[config.mk]
export PLATFORM = sky130hd
export DESIGN_NAME = core_net_interface_flat
export DESIGN_NICKNAME = d
export VERILOG_FILES = /design/src/rtl/net_if_pkg.sv /design/src/rtl/core_net_interface_if.sv /design/src/rtl/sync_fifo.sv /design/src/rtl/core_net_interface.sv /design/src/flat_wrapper.sv
export SDC_FILE = /design/constraint.sdc
export NUM_CORES = 1
export LEC_CHECK = 0
export CELL_PAD_IN_SITES_DETAIL_PLACEMENT = 0
export CELL_PAD_IN_SITES_GLOBAL_PLACEMENT = 2
export CORE_ASPECT_RATIO = 0.75
export CORE_MARGIN = 2
export CORE_UTILIZATION = 48
export CTS_BUF_LIST = sky130_fd_sc_hd__clkbuf_8 sky130_fd_sc_hd__clkbuf_16
export DETAILED_ROUTE_END_ITERATION = 6
export DONT_BUFFER_PORTS = 1
export PLACE_DENSITY = 0.75
export REMOVE_ABC_BUFFERS = 1
export SLEW_MARGIN = 20
export SYNTH_ARGS = -nofsm -noshare
export SYNTH_HDL_FRONTEND = slang
export SYNTH_SLANG_ARGS = --single-unit
[constraint.sdc]
create_clock -name CLK -period 2.55 [get_ports CLK]
set_input_delay 0.51 -clock CLK [delete_from_list [all_inputs] [get_ports CLK]]
set_output_delay 0.51 -clock CLK [all_outputs]
set_load 0.03 [all_outputs]
[src/rtl/net_if_pkg.sv]
// rtl/net_if_pkg.sv - shared network word width and default FIFO depths for core and router
package net_if_pkg;

   localparam int NET_DATA_W   = 32;
   localparam int NET_TX_DEPTH = 4;
   localparam int NET_RX_DEPTH = 4;

   // Occupancy counters need one extra bit so a full FIFO (count == DEPTH) is representable.
   function automatic int count_w(input int depth);
      return $clog2(depth) + 1;
   endfunction

endpackage

[src/rtl/core_net_interface_if.sv]
// rtl/core_net_interface_if.sv - core MEM-stage and router-port signals of the network endpoint
interface core_net_interface_if
   import net_if_pkg::*;
#(
   parameter int DATA_W   = NET_DATA_W,
   parameter int TX_DEPTH = NET_TX_DEPTH,
   parameter int RX_DEPTH = NET_RX_DEPTH
) ();

   logic                        NET_WRITE;
   logic [DATA_W-1:0]           NET_WRITE_DATA;
   logic                        NET_READ;
   logic [DATA_W-1:0]           NET_READ_DATA;
   logic                        NET_STALL;
   logic                        TX_VALID;
   logic [DATA_W-1:0]           TX_DATA;
   logic                        TX_READY;
   logic                        RX_VALID;
   logic [DATA_W-1:0]           RX_DATA;
   logic                        RX_READY;
   logic [$clog2(TX_DEPTH):0]   TX_COUNT;
   logic [$clog2(RX_DEPTH):0]   RX_COUNT;

   // The endpoint itself is the slave; the core pipeline and router together act as master.
   modport slave (
      input  NET_WRITE, NET_WRITE_DATA, NET_READ, TX_READY, RX_VALID, RX_DATA,
      output NET_READ_DATA, NET_STALL, TX_VALID, TX_DATA, RX_READY, TX_COUNT, RX_COUNT
   );

   modport master (
      output NET_WRITE, NET_WRITE_DATA, NET_READ, TX_READY, RX_VALID, RX_DATA,
      input  NET_READ_DATA, NET_STALL, TX_VALID, TX_DATA, RX_READY, TX_COUNT, RX_COUNT
   );

endinterface

[src/rtl/sync_fifo.sv]
// rtl/sync_fifo.sv - show-ahead synchronous FIFO with occupancy count
module sync_fifo #(
   parameter int DATA_W = 32,
   parameter int DEPTH  = 4,
   localparam int AW    = $clog2(DEPTH),
   localparam int CW    = AW + 1
) (
   input  logic              CLK,
   input  logic              RESET,
   input  logic              push_i,
   input  logic              pop_i,
   input  logic [DATA_W-1:0] din_i,
   output logic [DATA_W-1:0] dout_o,
   output logic              full_o,
   output logic              empty_o,
   output logic [CW-1:0]     count_o
);

   logic [DATA_W-1:0] mem_q [DEPTH];
   logic [AW-1:0]     wr_ptr_q, wr_ptr_d;
   logic [AW-1:0]     rd_ptr_q, rd_ptr_d;
   logic [CW-1:0]     count_q, count_d;
   logic              do_push, do_pop;

   assign full_o  = (count_q == CW'(DEPTH));
   assign empty_o = (count_q == '0);
   assign count_o = count_q;
   assign dout_o  = empty_o ? '0 : mem_q[rd_ptr_q];

   // Full/empty come from registered state only, so a push into a full FIFO is refused
   // even when a pop frees a slot on the same edge.
   assign do_push = push_i && !full_o;
   assign do_pop  = pop_i && !empty_o;

   always_comb begin
      wr_ptr_d = wr_ptr_q;
      rd_ptr_d = rd_ptr_q;
      count_d  = count_q + CW'(do_push) - CW'(do_pop);
      if (do_push) wr_ptr_d = wr_ptr_q + AW'(1);
      if (do_pop)  rd_ptr_d = rd_ptr_q + AW'(1);
   end

   always_ff @(posedge CLK) begin
      if (RESET) begin
         wr_ptr_q <= '0;
         rd_ptr_q <= '0;
         count_q  <= '0;
      end else begin
         wr_ptr_q <= wr_ptr_d;
         rd_ptr_q <= rd_ptr_d;
         count_q  <= count_d;
      end
   end

   always_ff @(posedge CLK) begin
      if (do_push) mem_q[wr_ptr_q] <= din_i;
   end

endmodule

[src/rtl/core_net_interface.sv]
// rtl/core_net_interface.sv - core-side NoC endpoint: TX/RX FIFOs plus handshake and stall glue
module core_net_interface
   import net_if_pkg::*;
#(
   parameter int DATA_W   = NET_DATA_W,
   parameter int TX_DEPTH = NET_TX_DEPTH,
   parameter int RX_DEPTH = NET_RX_DEPTH
) (
   input  logic                 CLK,
   input  logic                 RESET,
   core_net_interface_if.slave  net
);

   logic tx_full, tx_empty, rx_full, rx_empty;
   logic tx_push, tx_pop, rx_push, rx_pop;

   // Requests arriving while RESET is high are dropped rather than stalled.
   assign tx_push = !RESET && net.NET_WRITE && !tx_full;
   assign tx_pop  = !RESET && !tx_empty && net.TX_READY;
   assign rx_push = !RESET && net.RX_VALID && !rx_full;
   assign rx_pop  = !RESET && net.NET_READ && !rx_empty;

   assign net.TX_VALID  = !RESET && !tx_empty;
   assign net.RX_READY  = !RESET && !rx_full;
   assign net.NET_STALL = !RESET && ((net.NET_WRITE && tx_full) || (net.NET_READ && rx_empty));

   sync_fifo #(.DATA_W(DATA_W), .DEPTH(TX_DEPTH)) u_tx_fifo (
      .CLK     (CLK),
      .RESET   (RESET),
      .push_i  (tx_push),
      .pop_i   (tx_pop),
      .din_i   (net.NET_WRITE_DATA),
      .dout_o  (net.TX_DATA),
      .full_o  (tx_full),
      .empty_o (tx_empty),
      .count_o (net.TX_COUNT)
   );

   sync_fifo #(.DATA_W(DATA_W), .DEPTH(RX_DEPTH)) u_rx_fifo (
      .CLK     (CLK),
      .RESET   (RESET),
      .push_i  (rx_push),
      .pop_i   (rx_pop),
      .din_i   (net.RX_DATA),
      .dout_o  (net.NET_READ_DATA),
      .full_o  (rx_full),
      .empty_o (rx_empty),
      .count_o (net.RX_COUNT)
   );

endmodule

[src/flat_wrapper.sv]
// flat-port wrapper written by rule: the top's interface ports become plain ports
module core_net_interface_flat import net_if_pkg::*;
#(
   parameter int DATA_W   = NET_DATA_W,
   parameter int TX_DEPTH = NET_TX_DEPTH,
   parameter int RX_DEPTH = NET_RX_DEPTH
)
  (CLK, RESET, net_NET_WRITE, net_NET_WRITE_DATA, net_NET_READ, net_TX_READY, net_RX_VALID, net_RX_DATA, net_NET_READ_DATA, net_NET_STALL, net_TX_VALID, net_TX_DATA, net_RX_READY, net_TX_COUNT, net_RX_COUNT);
  core_net_interface_if #(.DATA_W(DATA_W), .TX_DEPTH(TX_DEPTH), .RX_DEPTH(RX_DEPTH)) net_i ();
  input  logic CLK;
  input  logic RESET;
  input wire logic [$bits(net_i.NET_WRITE)-1:0] net_NET_WRITE;
  input wire logic [$bits(net_i.NET_WRITE_DATA)-1:0] net_NET_WRITE_DATA;
  input wire logic [$bits(net_i.NET_READ)-1:0] net_NET_READ;
  input wire logic [$bits(net_i.TX_READY)-1:0] net_TX_READY;
  input wire logic [$bits(net_i.RX_VALID)-1:0] net_RX_VALID;
  input wire logic [$bits(net_i.RX_DATA)-1:0] net_RX_DATA;
  output wire logic [$bits(net_i.NET_READ_DATA)-1:0] net_NET_READ_DATA;
  output wire logic [$bits(net_i.NET_STALL)-1:0] net_NET_STALL;
  output wire logic [$bits(net_i.TX_VALID)-1:0] net_TX_VALID;
  output wire logic [$bits(net_i.TX_DATA)-1:0] net_TX_DATA;
  output wire logic [$bits(net_i.RX_READY)-1:0] net_RX_READY;
  output wire logic [$bits(net_i.TX_COUNT)-1:0] net_TX_COUNT;
  output wire logic [$bits(net_i.RX_COUNT)-1:0] net_RX_COUNT;
  assign net_i.NET_WRITE = net_NET_WRITE;
  assign net_i.NET_WRITE_DATA = net_NET_WRITE_DATA;
  assign net_i.NET_READ = net_NET_READ;
  assign net_i.TX_READY = net_TX_READY;
  assign net_i.RX_VALID = net_RX_VALID;
  assign net_i.RX_DATA = net_RX_DATA;
  assign net_NET_READ_DATA = net_i.NET_READ_DATA;
  assign net_NET_STALL = net_i.NET_STALL;
  assign net_TX_VALID = net_i.TX_VALID;
  assign net_TX_DATA = net_i.TX_DATA;
  assign net_RX_READY = net_i.RX_READY;
  assign net_TX_COUNT = net_i.TX_COUNT;
  assign net_RX_COUNT = net_i.RX_COUNT;
  core_net_interface #(.DATA_W(DATA_W), .TX_DEPTH(TX_DEPTH), .RX_DEPTH(RX_DEPTH)) u_core (.CLK(CLK), .RESET(RESET), .net(net_i));
endmodule
# Word-level counts from Yosys, hierarchy flattened
# Memories as Yosys holds them, arrays and structs flattened. A register that Yosys moved wholly into a read port is not among the register bits.
# Index checks and enable logic that the tools add are counted.
[word_totals]
reg_bits = 14
ramBits = 256
input_bits = 70
output_inout_bits = 73
wordCells = 52
n_memories = 2
[memory_table]
columns = ["name", "depth", "word_bits", "read_ports", "rd_clocked_by_memory_dff", "write_ports", "line", "rtl"]
rows = [
  ["u_core.u_rx_fifo.mem_q", 4, 32, 1, 1, 1, "sync_fifo.sv:19", "logic [DATA_W-1:0] mem_q [DEPTH];"],
  ["u_core.u_tx_fifo.mem_q", 4, 32, 1, 1, 1, "sync_fifo.sv:19", ""],
]
[classes]
add_sub_neg = 8
eq_ne = 2
n_mux = 10
n_reduce_logical = 24
[ops]
columns = ["cell", "n"]
rows = [
  ["$mux W32", 2],
  ["$logic_and A1 B1 Y1", 16],
  ["$add A2 B1 Y2 const B", 4],
  ["$mux W2", 4],
  ["$add A3 B1 Y3", 2],
  ["$eq A3 B3 Y1 const B", 2],
  ["$logic_not A3 Y1", 2],
  ["$sub A3 B1 Y3", 2],
  ["$logic_not A1 Y1", 5],
  ["$mux W1", 4],
  ["$logic_or A1 B1 Y1", 1],
]

# Longest topological paths before layout
# Gate-level depths: netlist of run 1.
[logic_depth]
word_depth = 7
mapped_depth = 10
mapped_depth_nobuf = 10

# Hierarchy
# Synthesis of run 1 repeated with hierarchy kept, for this count alone.
[hier_totals]
hier_cells = 514
hier_area_um2 = 10959.3
[by_module_without_submodules]
columns = ["mod", "n_inst", "cells_each", "area_per_inst_um2", "seq_area_each_um2"]
rows = [
  ["sync_fifo", 2, 253, 5456.5, 4023.9],
  ["core_net_interface", 1, 8, 46.3, 0.0],
]

# Least setup slack after synthesis of run 1
# Ideal clock, no wire load.
[synth_timing]
kind = "flip-flop to flip-flop"
from = "register u_core.u_rx_fifo.count_q[1], in the netlist u_core.u_rx_fifo.count_o[1]"
to = "memory u_core.u_rx_fifo.mem_q[1][0], enable pin"
setup_time_ps = 392
t_arrival_ps = 1971
required_ps = 2158
slack_ps = 187
stages_incl_launch_ff = 4
n_path_buf = 0
period_less_slack_ps = 2363
cell_sequence = "dfxtp_1 > nor3b_1 > nor3b_2 > and2_1"
[synth_between]
elab_chain_len = 6
[synth_rtl]
columns = ["element", "line", "rtl"]
rows = [
  ["from (decl)", "sync_fifo.sv:22", "logic [CW-1:0] count_q, count_d;"],
  ["from (signal assigned)", "sync_fifo.sv:51", "count_q <= count_d;"],
  ["$eq A3 B3 Y1 *", "sync_fifo.sv:25", "assign full_o = (count_q == CW'(DEPTH));"],
  ["$logic_not A1 Y1 *", "sync_fifo.sv:32, core_net_interface.sv:20", ""],
  ["$logic_and A1 B1 Y1", "core_net_interface.sv:20", "assign rx_push = !RESET && net.RX_VALID && !rx_full;"],
  ["$logic_and A1 B1 Y1 *", "sync_fifo.sv:32", "assign do_push = push_i && !full_o;"],
  ["$mux W1 *", "sync_fifo.sv:56", "if (do_push) mem_q[wr_ptr_q] <= din_i;"],
  ["$mux W1 (implied by the code) *", "sync_fifo.sv:56", ""],
  ["to (decl)", "sync_fifo.sv:19", ""],
]
# Mark *: on every way between the ends. The rest lies on a longest branch, timed or not.

==> flow_metrics.py, run 1 <==
metrics = {
    "hold_path": {
        "worstHoldPathCells": 1,
        "min-delay-start": "RESET",
        "hold_class": "in -> reg",
    },
    "synth": {
        "yosysTopAreaCell": "edfxtp_1",
        "yosysUniqueCellTypes": 30,
        "synth.top_cell.area_share": 0.7228,
        "synth_area_leaders": "edfxtp_1 (72%), mux4_2 (14%), nor2b_1 (3.9%)",
        "synth_area_um2": 10640,
        "ys_seq_area_frac": 0.7567,
        "syn_avg_cell_area_um2": 21.02,
        "ys.flop_type": "edfxtp_1",
        "ys_warn_count": 0,
        "synth_edf_count": 256,
        "synth_cells": 506,
        "yosys_register_bits": 274,
        "synthArstFlopShare": 0,
    },
    "worst_setup_path": {
        "timing.rr.start": "u_core.u_tx_fifo.count_o[1]",
        "crit_type": "reg -> out",
        "cp.required_ps": 2040,
        "max_stage_delay_ps": 510,
        "startpoint_type": "register",
        "r2r_end": "u_core.u_tx_fifo.count_o[2]",
        "cp.arrival_ps": 1970,
        "crit_fanout": 6,
        "rrSetupSlack_ps": 380,
        "slowest_stage": "mux4_2",
        "crit_path_end_kind": "output port",
        "crit_chain": "buf_6, mux4_2, nor2b_1, buf_4",
        "crit_buf_inv": 2,
        "crit_family": "multiplexers",
        "r2r_cells": 10,
    },
    "pwr": {
        "p_sw_w": 0.004334,
        "seqPwrFrac": 0.387,
        "pwr-share-comb": 0.333,
        "p_leak_nw": 4.277,
        "totalPowerFinal_w": 0.01403,
        "power.internal_w": 0.009694,
        "switching_share": 0.3089,
        "power_frac_clock": 0.281,
        "worst_ir_drop_vdd_mv": 0.6356,
        "powerDensity_nw_per_um2": 1096,
    },
    "global_route": {
        "first_global_vias": 5290,
        "overflow": 0,
        "grt_max_degree": 35,
        "grt_use_total": 0.1636,
        "grt_pass1_wl_um": 29240,
        "antenna_found_initial": 0,
    },
    "detailed_routing": {
        "drt_iter0_drc": 356,
        "avgRoutedWirePerCell_um": 21.36,
        "antenna_left": 0,
        "viasPerCell": 5.357,
        "wl_um": 19700,
        "vias": 4939,
        "drc": 0,
        "dr.pass1.iters": 4,
    },
    "sta": {
        "tightest_slew_ps": 547.6,
        "post-route-period-util": 0.9742,
        "fin_setup_tns_ps": 0,
        "setup_violations": 0,
        "skew_ps": 12.16,
        "slew_headroom": 0.6336,
        "finalMaxSlewViolations": 0,
        "rsz0062_at_grt": "yes",
        "max_freq_mhz": 402.6,
        "hold_viol": 0,
        "fin_crit_ps": 2484,
    },
    "clock_tree": {
        "clock_path_buffers": 3,
        "cts.sinks": 274,
        "cts_htree_levels": 1,
        "cts_root_buffer": "clkbuf_16",
        "tritoncts": "done",
        "path_clk_slew_ps": 60,
        "worstSkewPairLatency_ps": 520,
        "cts_made_buffers": 27,
        "cts_hold_repair.buffers": 0,
    },
    "die": {
        "fp-row-count": 47,
        "die_h_um": 132.9,
        "ioPinCount": 143,
        "die_area_um2": 23380,
        "start_util": 0.4849,
        "core_um2": 21930,
        "fp.dieW_um": 175.9,
    },
    "placed_design": {
        "gp_congestion": 0.7074,
        "placed_cell_area_um2": 11730,
        "io_buffers": 0,
        "dpl.hpwl_um": 11480,
    },
    "finish": {
        "area_delta_synth_final_pct": 20.29,
        "layout_commonest_cell": "edfxtp_1",
        "layout_common_cells": "edfxtp_1 (256), buf_4 (74), nor2b_1 (65)",
        "layout-drive-gt1-share": 0.3455,
        "diodes": 0,
        "fillers": 1608,
        "final_area_um2": 12790,
        "nets": 694,
    },
    "run_status": {
        "outcome": "finished, final reports clean",
    },
    "flow_run": {
        "maxCapViolCount": 0,
    },
}
-- cell type report --
type / count / area (um2) / share of cell area
sequential: 274 / 8059 / 0.6299
multi-input combinational: 198 / 2410 / 0.1884
timing repair buffer: 97 / 1007 / 0.07873
clock buffer: 32 / 778.2 / 0.06083
tap: 294 / 367.9 / 0.02875
clock inverter: 15 / 126.4 / 0.009878
inverter: 12 / 45.04 / 0.003521
-- worst max-delay path by stage --
stage / endpoint / slack (ps) / depth (start not counted)
after floorplan: net_NET_READ_DATA[0] / -310 / 2
final: net_NET_READ_DATA[20] / 70 / 4
after global routing: net_NET_READ_DATA[20] / -9 / 4
after global placement: net_NET_READ_DATA[8] / 430 / 4
after detailed placement: u_core.u_tx_fifo.count_o[2] / 370 / 10
after CTS: net_TX_DATA[18] / -60 / 4
-- cells in the mapped netlist, drive strengths merged, types with 3 or more instances --
library cell,n
a21oi,3
and2,8
buf,15
clkbuf,7
dfxtp,18
edfxtp,256
ha,12
inv,12
mux4,64
nor2,14
nor2b,66
nor3,3
nor3b,3
o21ai,4
or3,3
xor2,4
-- power groups by stage --
stage | sequential [W] | combinational (W) | clock (W)
after global routing | 0.00545 | 0.00497 | 0.00419
after detailed placement | 0.00550 | 0.00443 | 0
after floorplan | 0.00572 | 0.00255 | 0
final | 0.00542 | 0.00467 | 0.00394
after CTS | 0.00540 | 0.00452 | 0.00404
after global placement | 0.00548 | 0.00440 | 0
-- logic make-up (layout without fill, tap and decap cells) --
logic type / count (synthesis) / after routing / synth area share
flip-flops: 274 / 274 / 0.7567
AND/OR/NAND/NOR: 101 / 101 / 0.05824
multiplexers: 66 / 66 / 0.1375
buffers and inverters: 34 / 156 / 0.01847
adder cells (fa/ha/maj): 14 / 14 / 0.01788
AO/OA/AOI/OAI: 11 / 11 / 0.006235
XOR/XNOR: 6 / 6 / 0.004941
-- state kept, by name, summed over array words and instances (netlist names), named ones only --
name / count
u_core.u_tx_fifo.mem_q: 128
u_core.u_rx_fifo.rd_ptr_q: 2
u_core.u_tx_fifo.count_o: 3
u_core.u_rx_fifo.mem_q: 128
u_core.u_rx_fifo.wr_ptr_q: 2
u_core.u_tx_fifo.rd_ptr_q: 2
u_core.u_tx_fifo.wr_ptr_q: 2
u_core.u_rx_fifo.count_o: 3
-- worst register-to-register path, stage by stage, from the launching register on --
cell and delay [ps]:
dfxtp_1 500, nor3b_2 130, nor3_1 240, inv_1 80, ha_1 290, inv_1 50, ha_1 130, inv_1 50
fa_1 380, xnor2_1 160, nor2_1 50
-- per-stage QoR --
stage | std cells | utilization | worst slack, ps | hold WS (ps)
after floorplan | 484 | - | -308.5 | 451.6
after CTS | 916 | 0.5779 | -60.07 | 19.23
after global routing | 922 | 0.5833 | -8.680 | 28.31
after global placement | 867 | 0.5347 | 434.7 | 456.3
after detailed placement | 867 | 0.5347 | 373.4 | 482.7
final | 922 | 0.5833 | 65.88 | 49.46
-- layer usage --
metal | share of wire | GRT usage
met2 | 0.47 | 0.2614
met1 | 0.44 | 0.2240
met4 | 0.018 | 0.03857
met3 | 0.076 | 0.04943
met5 | 0 | 0
-- timing repair --
action,in CTS,in global routing
setup buffers,1,2
cloned,1,4
pin swaps,0,1
gates resized for setup,4,5
setup endpoints to repair,41,36
Power figures use the tool's default switching activity.
==> run 2, diff against run 1 <==
--- a/config.mk
+++ b/config.mk
@@ -5,7 +5,7 @@
 export SDC_FILE = /design/constraint.sdc
 export NUM_CORES = 1
 export LEC_CHECK = 0
-export CELL_PAD_IN_SITES_DETAIL_PLACEMENT = 0
+export CELL_PAD_IN_SITES_DETAIL_PLACEMENT = 1
 export CELL_PAD_IN_SITES_GLOBAL_PLACEMENT = 2
 export CORE_ASPECT_RATIO = 0.75
 export CORE_MARGIN = 2
@@ -19,3 +19,4 @@
 export SYNTH_ARGS = -nofsm -noshare
 export SYNTH_HDL_FRONTEND = slang
 export SYNTH_SLANG_ARGS = --single-unit
+export TNS_END_PERCENT = 30
==> flow_metrics.py, run 2 (synthesis gave the netlist of run 1 again) <==
metrics = {
    "worst_setup_path": {
        "r2r_end": "u_core.u_rx_fifo.count_o[2]",
        "crit_buf_inv": 2,
        "cp.required_ps": 2040,
        "cp.arrival_ps": 2000,
        "crit_type": "reg -> out",
        "crit_path_end_kind": "output port",
        "startpoint_type": "register",
        "cp_num_cells": 4,
        "r2r_cells": 10,
        "crit_family": "multiplexers",
        "crit_fanout": 8,
        "crit_chain": "buf_12, mux4_2, nor2b_1, buf_4",
        "max_stage_delay_ps": 540,
        "timing.rr.start": "u_core.u_rx_fifo.count_o[2]",
        "rrSetupSlack_ps": 280,
        "critPathCapture": "net_TX_DATA[4]",
        "slowest_stage": "mux4_2",
    },
    "sta": {
        "fin_setup_tns_ps": 0,
        "hold-worst-slack_ps": 52.41,
        "tightest_slew_ps": 558.9,
        "finalMaxSlewViolations": 0,
        "skew_ps": 9.829,
        "fin_crit_ps": 2509,
        "max_freq_mhz": 398.6,
        "slew_headroom": 0.6261,
        "post-route-period-util": 0.9837,
        "hold_viol": 0,
        "rsz0062_at_grt": "yes",
        "setup_violations": 0,
    },
    "pwr": {
        "p_leak_nw": 4.235,
        "totalPowerFinal_w": 0.01361,
        "powerDensity_nw_per_um2": 1076,
        "worst_ir_drop_vdd_mv": 0.4978,
    },
    "run_status": {
        "outcome": "finished, final reports clean",
    },
    "die": {
        "fp.dieW_um": 175.9,
        "fp-row-count": 47,
        "die_area_um2": 23380,
        "start_util": 0.4849,
        "core_um2": 21930,
        "die_h_um": 132.9,
        "ioPinCount": 143,
    },
    "clock_tree": {
        "path_clk_slew_ps": 60,
        "clock_path_buffers": 3,
        "tritoncts": "done",
        "cts_made_buffers": 27,
        "worstSkewPairLatency_ps": 520,
        "cts_htree_levels": 1,
        "cts_hold_repair.buffers": 0,
        "cts.sinks": 274,
        "cts_root_buffer": "clkbuf_16",
    },
    "finish": {
        "nets": 692,
        "layout-drive-gt1-share": 0.3333,
        "layout_common_cells": "edfxtp_1 (256), buf_4 (74), nor2b_1 (65)",
        "diodes": 0,
        "final_core_util": 0.5765,
        "reg.largest.list": "u_core.u_rx_fifo.mem_q: 128 flops, u_core.u_tx_fifo.mem_q: 128 flops",
        "area_delta_synth_final_pct": 18.89,
        "layout_commonest_cell": "edfxtp_1",
    },
    "flow_run": {
        "maxCapViolCount": 0,
    },
    "global_route": {
        "grtUsageMet1": 0.2434,
        "busiest_layer": "met2",
        "met3_usage": 0.05316,
        "grt_max_degree": 35,
        "use_met2": 0.2966,
        "antenna_found_initial": 0,
        "first_global_vias": 5515,
        "grt_use_total": 0.1813,
        "overflow": 0,
        "grt_pass1_wl_um": 32200,
    },
    "detailed_routing": {
        "drc": 0,
        "viasPerCell": 5.422,
        "wl_um": 21150,
        "avgRoutedWirePerCell_um": 23.04,
        "drt_iter0_drc": 416,
        "vias": 4977,
        "dr.pass1.iters": 4,
        "antenna_left": 0,
    },
    "hold_path": {
        "hold_class": "in -> reg",
    },
    "placed_design": {
        "dpl.hpwl_um": 12760,
        "gp_congestion": 0.7074,
        "io_buffers": 0,
    },
}
## run 2: cell types whose count changed in the layout (fill, tap and decap cells not counted), sizes merged
cell	change
clkbuf	-4
buf	-1
clkinv	-7
bufinv	-1
inv	+9
## run 2: routing by layer
layer,up-vias,wire [um]
met5,-,0
met4,0,410
met3,31,1418
met2,133,10360
met1,2610,8960
li1,2203,-
## run 2: worst min-delay path by stage
stage | startpoint | endpoint | slack [ps] | cells after the start
after floorplan | u_core.u_tx_fifo.rd_ptr_q[1] | register | 450 | 2
after global placement | u_core.u_tx_fifo.rd_ptr_q[1] | register | 460 | 2
after detailed placement | u_core.u_tx_fifo.rd_ptr_q[1] | register | 480 | 2
after CTS | RESET | register | 30 | 1
after global routing | RESET | register | 30 | 1
final | RESET | register | 50 | 1
## run 2: per-stage QoR
| step | cell area [um2] | std cells | setup WS (ps) |
|---|---|---|---|
| detailed placement | 11730 | 867 | 283.3 |
| finish | 12640 | 918 | 41.50 |
| global placement | 11730 | 867 | 434.7 |
| CTS | 12560 | 915 | -72.93 |
| floorplan | 10480 | 484 | -308.5 |
| global route | 12640 | 918 | -22.09 |
## run 2: what timing repair did
item | 4_1_cts | 5_1_grt
pin swaps | 0 | 0
buffers inserted | 2 | 0
gates resized for setup | 2 | 6
setup endpoints to repair | 42 | 44
gates cloned | 1 | 3
## run 2: cell type report
class | instances | area [um2]
Clock buffer | 29 | 703.2
Clock inverter | 16 | 88.84
Fill cell | 1887 | 9290
Inverter | 12 | 45.04
Multi-Input combinational cell | 198 | 2410
Sequential cell | 274 | 8059
Tap cell | 294 | 367.9
Timing Repair Buffer | 95 | 970.9
## run 2: power by group
group	switching (W)	leakage (nW)	internal (W)	total (W)
combinational	0.00258	1.33	0.00201	0.00459
sequential	0.000189	2.47	0.00525	0.00544
clock	0.00153	0.435	0.00205	0.00358
## run 2: worst register-to-register path, cell delays in order (launching register included)
cell and delay, ps:
dfxtp_1 420, nor3b_1 360, nor3b_2 120, inv_1 80
ha_1 230, inv_1 90, ha_1 170, inv_1 50
fa_1 390, xnor2_1 200, nor2_1 60
==> RTL change 1, RTL diff (settings of run 2) <==
`NET_RX_DEPTH`: 4 -> 8.
--- a/src/rtl/net_if_pkg.sv
+++ b/src/rtl/net_if_pkg.sv
@@ -5,3 +5,3 @@
    localparam int NET_TX_DEPTH = 4;
-   localparam int NET_RX_DEPTH = 4;
+   localparam int NET_RX_DEPTH = 8;
 
Interface: changed (resized net_RX_COUNT); port bits go from 143 to 144. The function was not compared with the original's and may differ.
==> RTL change 1 against run 2 <==
- the flow now finishes with violations (setup timing)
- total power increased by 45%
- clock skew increased by 0.0058 ns
- setup slack got worse by 0.24 ns
- design area increased by 49%
- via count increased by 48%
- routed wire length increased by 64%
- largest power group unchanged
- area after synthesis increased by 49%
- critical path type unchanged
- count of clock-buffer cells in the layout increased by 13
- sequential power increased by 42%
- sequential cell count increased by 132
- die area increased by 47%
- largest cell class unchanged
- hold slack got worse by 0.014 ns
==> RTL change 1: results (changes against run 2) <==
* Diodes inserted at 0 (unchanged)
* Reg with most FFs: u_core.u_rx_fifo.mem_q
* EDFF count, synth at 384 (was 256)
* # Post-CTS Setup Buffers at 13 (was 2)
* Met3 WL at 1960 microns (was 1420 microns)
* GRT met3 Usage at 4.72% (was 5.32%)
* Top Layer Used: met4 (unchanged)
* HP Start: RESET (unchanged)
* Placed cell areas at 17200 sq um (was 11700 sq um)
* Total negative slack at -5.28 ns (was 0 ns)
* Tot GR Track Use at 20.5% (was 18.1%)
* Drt via density at 5.64 (was 5.42)
* Largest net degree at the start of global routing at 48 (was 35)
* Register clock-pin slew on the reported worst setup and hold paths at 0.06 ns (about the same)
* Drt initial violations at 533 (was 416)
* Crit path DAT at 2.24 ns (was 2.00 ns)
* Seq/Total Area, Yosys at 75.6% (was 75.7%)
* Num CTS Buffers at 40 (was 27)
* Avg WL per Cell at 26.5 microns (was 23.0 microns)
* Share of layout cells above drive strength 1 at 32.6% (was 33.3%)
* Met2 GRT Util at 33.4% (was 29.7%)
* Max VDD drop at 0.634 mV (was 0.498 mV)
* Status: complete, but fails checks (was finished, final reports clean)
* Synth top area cells: edfxtp_1, mux4_2, mux4_1 (was edfxtp_1, mux4_2, nor2b_1)
* Clock Skews at 0.0156 ns (was 0.00983 ns)
* CP Launch Type: register (unchanged)
* Met1 WL at 14600 microns (was 8960 microns)
* Mapped Cells at 708 (was 506)
* Routed wire length at 34600 microns (was 21100 microns)
* Worst R2R Setup Slack at 0.03 ns (was 0.28 ns)
* First-pass GRT wire length at 51400 microns (was 32200 microns)
* CTS root buf: clkbuf_16 (unchanged)
* Max FO, Critical Path at 8 (unchanged)
* Synth Area in XOR/XNOR at 0.277% (was 0.494%)
* Commonest cells post-synth: edfxtp_1, mux4_2, mux4_1 (was edfxtp_1, nor2b_1, mux4_2)
* Synth unique cells at 39 (was 30)
* Fillers at 2734 (was 1887)
* Clk Latency, worst-skew pair at 0.54 ns (was 0.52 ns)
* Multiplexer area fraction after synthesis at 15.0% (was 13.8%)
* Initial DRT Pass Iterations at 7 (was 4)
* Global Route met1 Usage at 27.5% (was 24.3%)
* Fin util at 58.0% (was 57.6%)
* Endpoints failing setup at 38 (was 0)
* H-tree depth at 2 (was 1)
* Met2 wire len at 17400 microns (was 10400 microns)
* Synth Area in Compound Gates at 2.36% (was 0.624%)
* Vias in the first global route at 8149 (was 5515)
* Post-CTS sizing at 44 (was 2)
* Failing checks: setup timing
* PnR worst setup slack at -0.198 ns (was 0.0415 ns)
* Routability Congestion at 0.705 (was 0.707)
* Number of flip-flops in the largest register at 256
* Nets at 920 (was 692)
* Leakage at 6.26 nW (was 4.24 nW)
* # placed instances at 1213 (was 867)
* Max clock buf depth at 3 (unchanged)
* HPWL after DPL at 19100 microns (was 12800 microns)
* Headroom to the max-slew limit at 61.3% (was 62.6%)
* Synth Area in Adders at 1.36% (was 1.79%)
==> RTL change 1: changes by cell type after synthesis, moves of 4 or more <==
cell,before,now
mux4_1,0,43
clkbuf_8,0,6
a21oi_1,3,7
mux4_2,64,53
and2_1,8,4
nor3_1,1,7
nor2b_1,66,39
a22o_1,0,30
edfxtp_1,256,384
nand3_1,0,4
buf_6,8,15
dfxtp_1,18,22
==> RTL change 1: stage by stage <==
step	setup slack, ns	hold WS, ns
after floorplan	-2.18	0.464
after global placement	0.184	0.480
after detailed placement	0.0980	0.500
after CTS	-0.224	0.00799
after global routing	-0.243	0.0194
final	-0.198	0.0382
==> RTL change 1: critical path: stages, from the launching register on <==
cell,delay (ns)
dfxtp_2,0.33
inv_2,0.08
ha_4,0.13
or3b_4,0.45
and2_4,0.26
a22o_4,0.30
buf_12,0.14
==> RTL change 1: report_power, final <==
group          internal, W  switching [W]  leakage (nW)
Combinational      0.00296        0.00336          1.95
Clock              0.00328        0.00242         0.655
Sequential         0.00760       0.000149          3.65
Total               0.0138        0.00594          6.26
==> RTL change 1: layout make-up <==
| class | instances | share of cell area [%] |
|---|---|---|
| inverters | 12 | 0.239 |
| clock buffers | 42 | 5.58 |
| repair buffers | 115 | 6.91 |
| multi-input cells | 259 | 19.5 |
| well taps | 442 | 2.94 |
| flip-flops and latches | 406 | 63.7 |
| clock inverters | 30 | 1.17 |
==> RTL change 1: path summary, 6_finish.rpt <==
| path | to | cells past startpoint |
|---|---|---|
| hold reg to reg | register | 2 |
| setup / recovery | net_NET_READ_DATA[28] | 6 |
| hold / removal | register | 1 |
| setup reg to reg | u_core.u_rx_fifo.count_o[3] | 11 |
==> RTL change 2, RTL diff (config.mk and constraints of run 2) <==
Without the edit above. Reset style: asynchronous (`RESET`), changed in one clocked block.
--- a/src/rtl/sync_fifo.sv
+++ b/src/rtl/sync_fifo.sv
@@ -42,3 +42,3 @@
 
-   always_ff @(posedge CLK) begin
+   always_ff @(posedge CLK or posedge RESET) begin
       if (RESET) begin
Formal check against the unedited RTL: differs if RESET is asserted again (counterexample within 4 cycles, from zero or initial values and one cycle with RESET high); with RESET held inactive, the same outputs for 4 cycles.
==> RTL change 2 against run 2 <==
- the run now ends with setup timing left
- critical path type unchanged
- total power increased by 16%
- design area decreased by 1.1%
- area after synthesis decreased by 0.75%
- setup slack got worse by 0.075 ns
- sequential share of layout area increased by 0.59 points
- sequential cell count decreased by 4
- routed wire length decreased by 4.9%
- critical path depth unchanged
- largest cell class unchanged
==> RTL change 2: results (changes against run 2) <==
* Final Non-Filler Cells at 878 (was 918)
* Endpoints failing setup at 25 (was 0)
* Worst-Margin Slew at 0.680 ns (was 0.559 ns)
* First-pass GRT wire length at 31400 microns (was 32200 microns)
* Nets at 653 (was 692)
* Final Hold Slack at 0.0746 ns (was 0.0524 ns)
* Max FO, Critical Path at 14 (was 8)
* Seq/Total Area, Yosys at 76.1% (was 75.7%)
* FF-to-FF Start: u_core.u_tx_fifo.count_o[1] (was u_core.u_rx_fifo.count_o[2])
* Routed wire length at 20100 microns (was 21100 microns)
* Worst R2R Setup Slack at 0.25 ns (was 0.28 ns)
* Drt initial violations at 308 (was 416)
* HP Start: net_NET_WRITE_DATA[6] (was RESET)
* Commonest cells post-synth: edfxtp_1, mux4_2, nor2b_1 (was edfxtp_1, nor2b_1, mux4_2)
* Routability Congestion at 0.709 (was 0.707)
* Status: complete, but fails checks (was finished, final reports clean)
* Syn Area/Cell at 21.8 sq um (was 21.0 sq um)
* Failing checks: setup timing
* Drt via density at 5.39 (was 5.42)
* Port Buffers at 0 (unchanged)
* Placed cell areas at 11400 sq um (was 11700 sq um)
* CTS root buf: clkbuf_16 (unchanged)
* Synth unique cells at 25 (was 30)
* PnR worst setup slack at -0.0334 ns (was 0.0415 ns)
* HPWL after DPL at 11900 microns (was 12800 microns)
* Crit path DAT at 2.07 ns (was 2.00 ns)
* Initial antenna violation count at 0 (unchanged)
* Synth top area cells: edfxtp_1, mux4_2, nor2b_1 (unchanged)
* Fillers at 1782 (was 1887)
* RR Endpoint: u_core.u_tx_fifo.count_o[2] (was u_core.u_rx_fifo.count_o[2])
* WHS Path Cells at 0 (was 1)
* Leakage at 4.26 nW (was 4.24 nW)
* Max VDD drop at 0.953 mV (was 0.498 mV)
* Vias in the first global route at 5361 (was 5515)
* Synth Flop Type: edfxtp_1 (unchanged)
* Tot GR Track Use at 17.6% (was 18.1%)
* Slowest Stage Delay on Critical Path at 0.52 ns (was 0.54 ns)
* Max-Cap Viols at 0 (unchanged)
* Share of layout cells above drive strength 1 at 37.5% (was 33.3%)
* Synth async-reset ratio at 5.19% (was 0%)
* Clock Skews at 0.0202 ns (was 0.00983 ns)
* R2r worst-path depth at 9 (was 10)
* Place WS at 0.238 ns (was 0.283 ns)
* # placed instances at 821 (was 867)
* Initial DRT Pass Iterations at 4 (unchanged)
==> RTL change 2: kinds of logic after synthesis <==
group	Yosys count	share of synthesized area [%]
mux	66	13.9
xor+xnor	10	0.830
flops	270	76.1
simple gates	85	5.12
buf+inv	36	1.93
fa+ha+maj	14	1.80
compound gates	4	0.296
==> RTL change 2: cell type report <==
type / instances / area, sq um / share of cell area [%]
Sequential cell: 270 / 8040 / 64.3
Multi-Input combinational cell: 179 / 2420 / 19.4
Timing Repair Buffer: 78 / 782 / 6.25
Clock buffer: 27 / 676 / 5.40
Tap cell: 288 / 360 / 2.88
Clock inverter: 23 / 169 / 1.35
Inverter: 13 / 48.8 / 0.390
==> RTL change 2: layer usage <==
metal	track usage [%]	share of wire [%]
met5	0	0
met4	3.66	1.8
met2	28.7	49
met1	24.5	43
met3	4.48	5.9
==> RTL change 2: how the worst max path moves through the flow <==
stage	from	end	slack (ns)	cells after the start
2_1_floorplan	u_core.u_tx_fifo.count_o[1]	u_core.u_tx_fifo.count_o[2]	-0.61	9
3_3_place_gp	u_core.u_tx_fifo.count_o[1]	u_core.u_tx_fifo.count_o[2]	0.42	9
3_5_place_dp	u_core.u_tx_fifo.count_o[1]	u_core.u_tx_fifo.count_o[2]	0.24	9
4_1_cts	u_core.u_tx_fifo.rd_ptr_q[0]	net_TX_DATA[27]	-0.09	3
5_1_grt	u_core.u_rx_fifo.rd_ptr_q[0]	net_NET_READ_DATA[29]	-0.11	4
6_report	u_core.u_rx_fifo.rd_ptr_q[0]	net_NET_READ_DATA[29]	-0.03	4
==> RTL change 2: power by group <==
part	leakage (nW)	internal (W)	switching [W]
Combinational	1.36	0.00269	0.00354
Sequential	2.48	0.00545	0.000294
Clock	0.425	0.00214	0.00161
==> RTL change 2: stage by stage <==
stage                     setup TNS, ns  power (W)
after global routing              -3.96     0.0164
after CTS                         -2.40     0.0157
final                            -0.270     0.0157
after floorplan                  -18.69    0.00978
after detailed placement              0     0.0117
after global placement                0     0.0116
==> RTL change 2: repair_timing <==
| action | in CTS | in global routing |
|---|---|---|
| gates resized for setup | 20 | 19 |
| endpoints found under the hold margin | 14 | 0 |
| endpoints found under the setup margin | 57 | 64 |
| cloned | 1 | 2 |
| hold buffers | 1 | 0 |
| setup buffers | 1 | 2 |
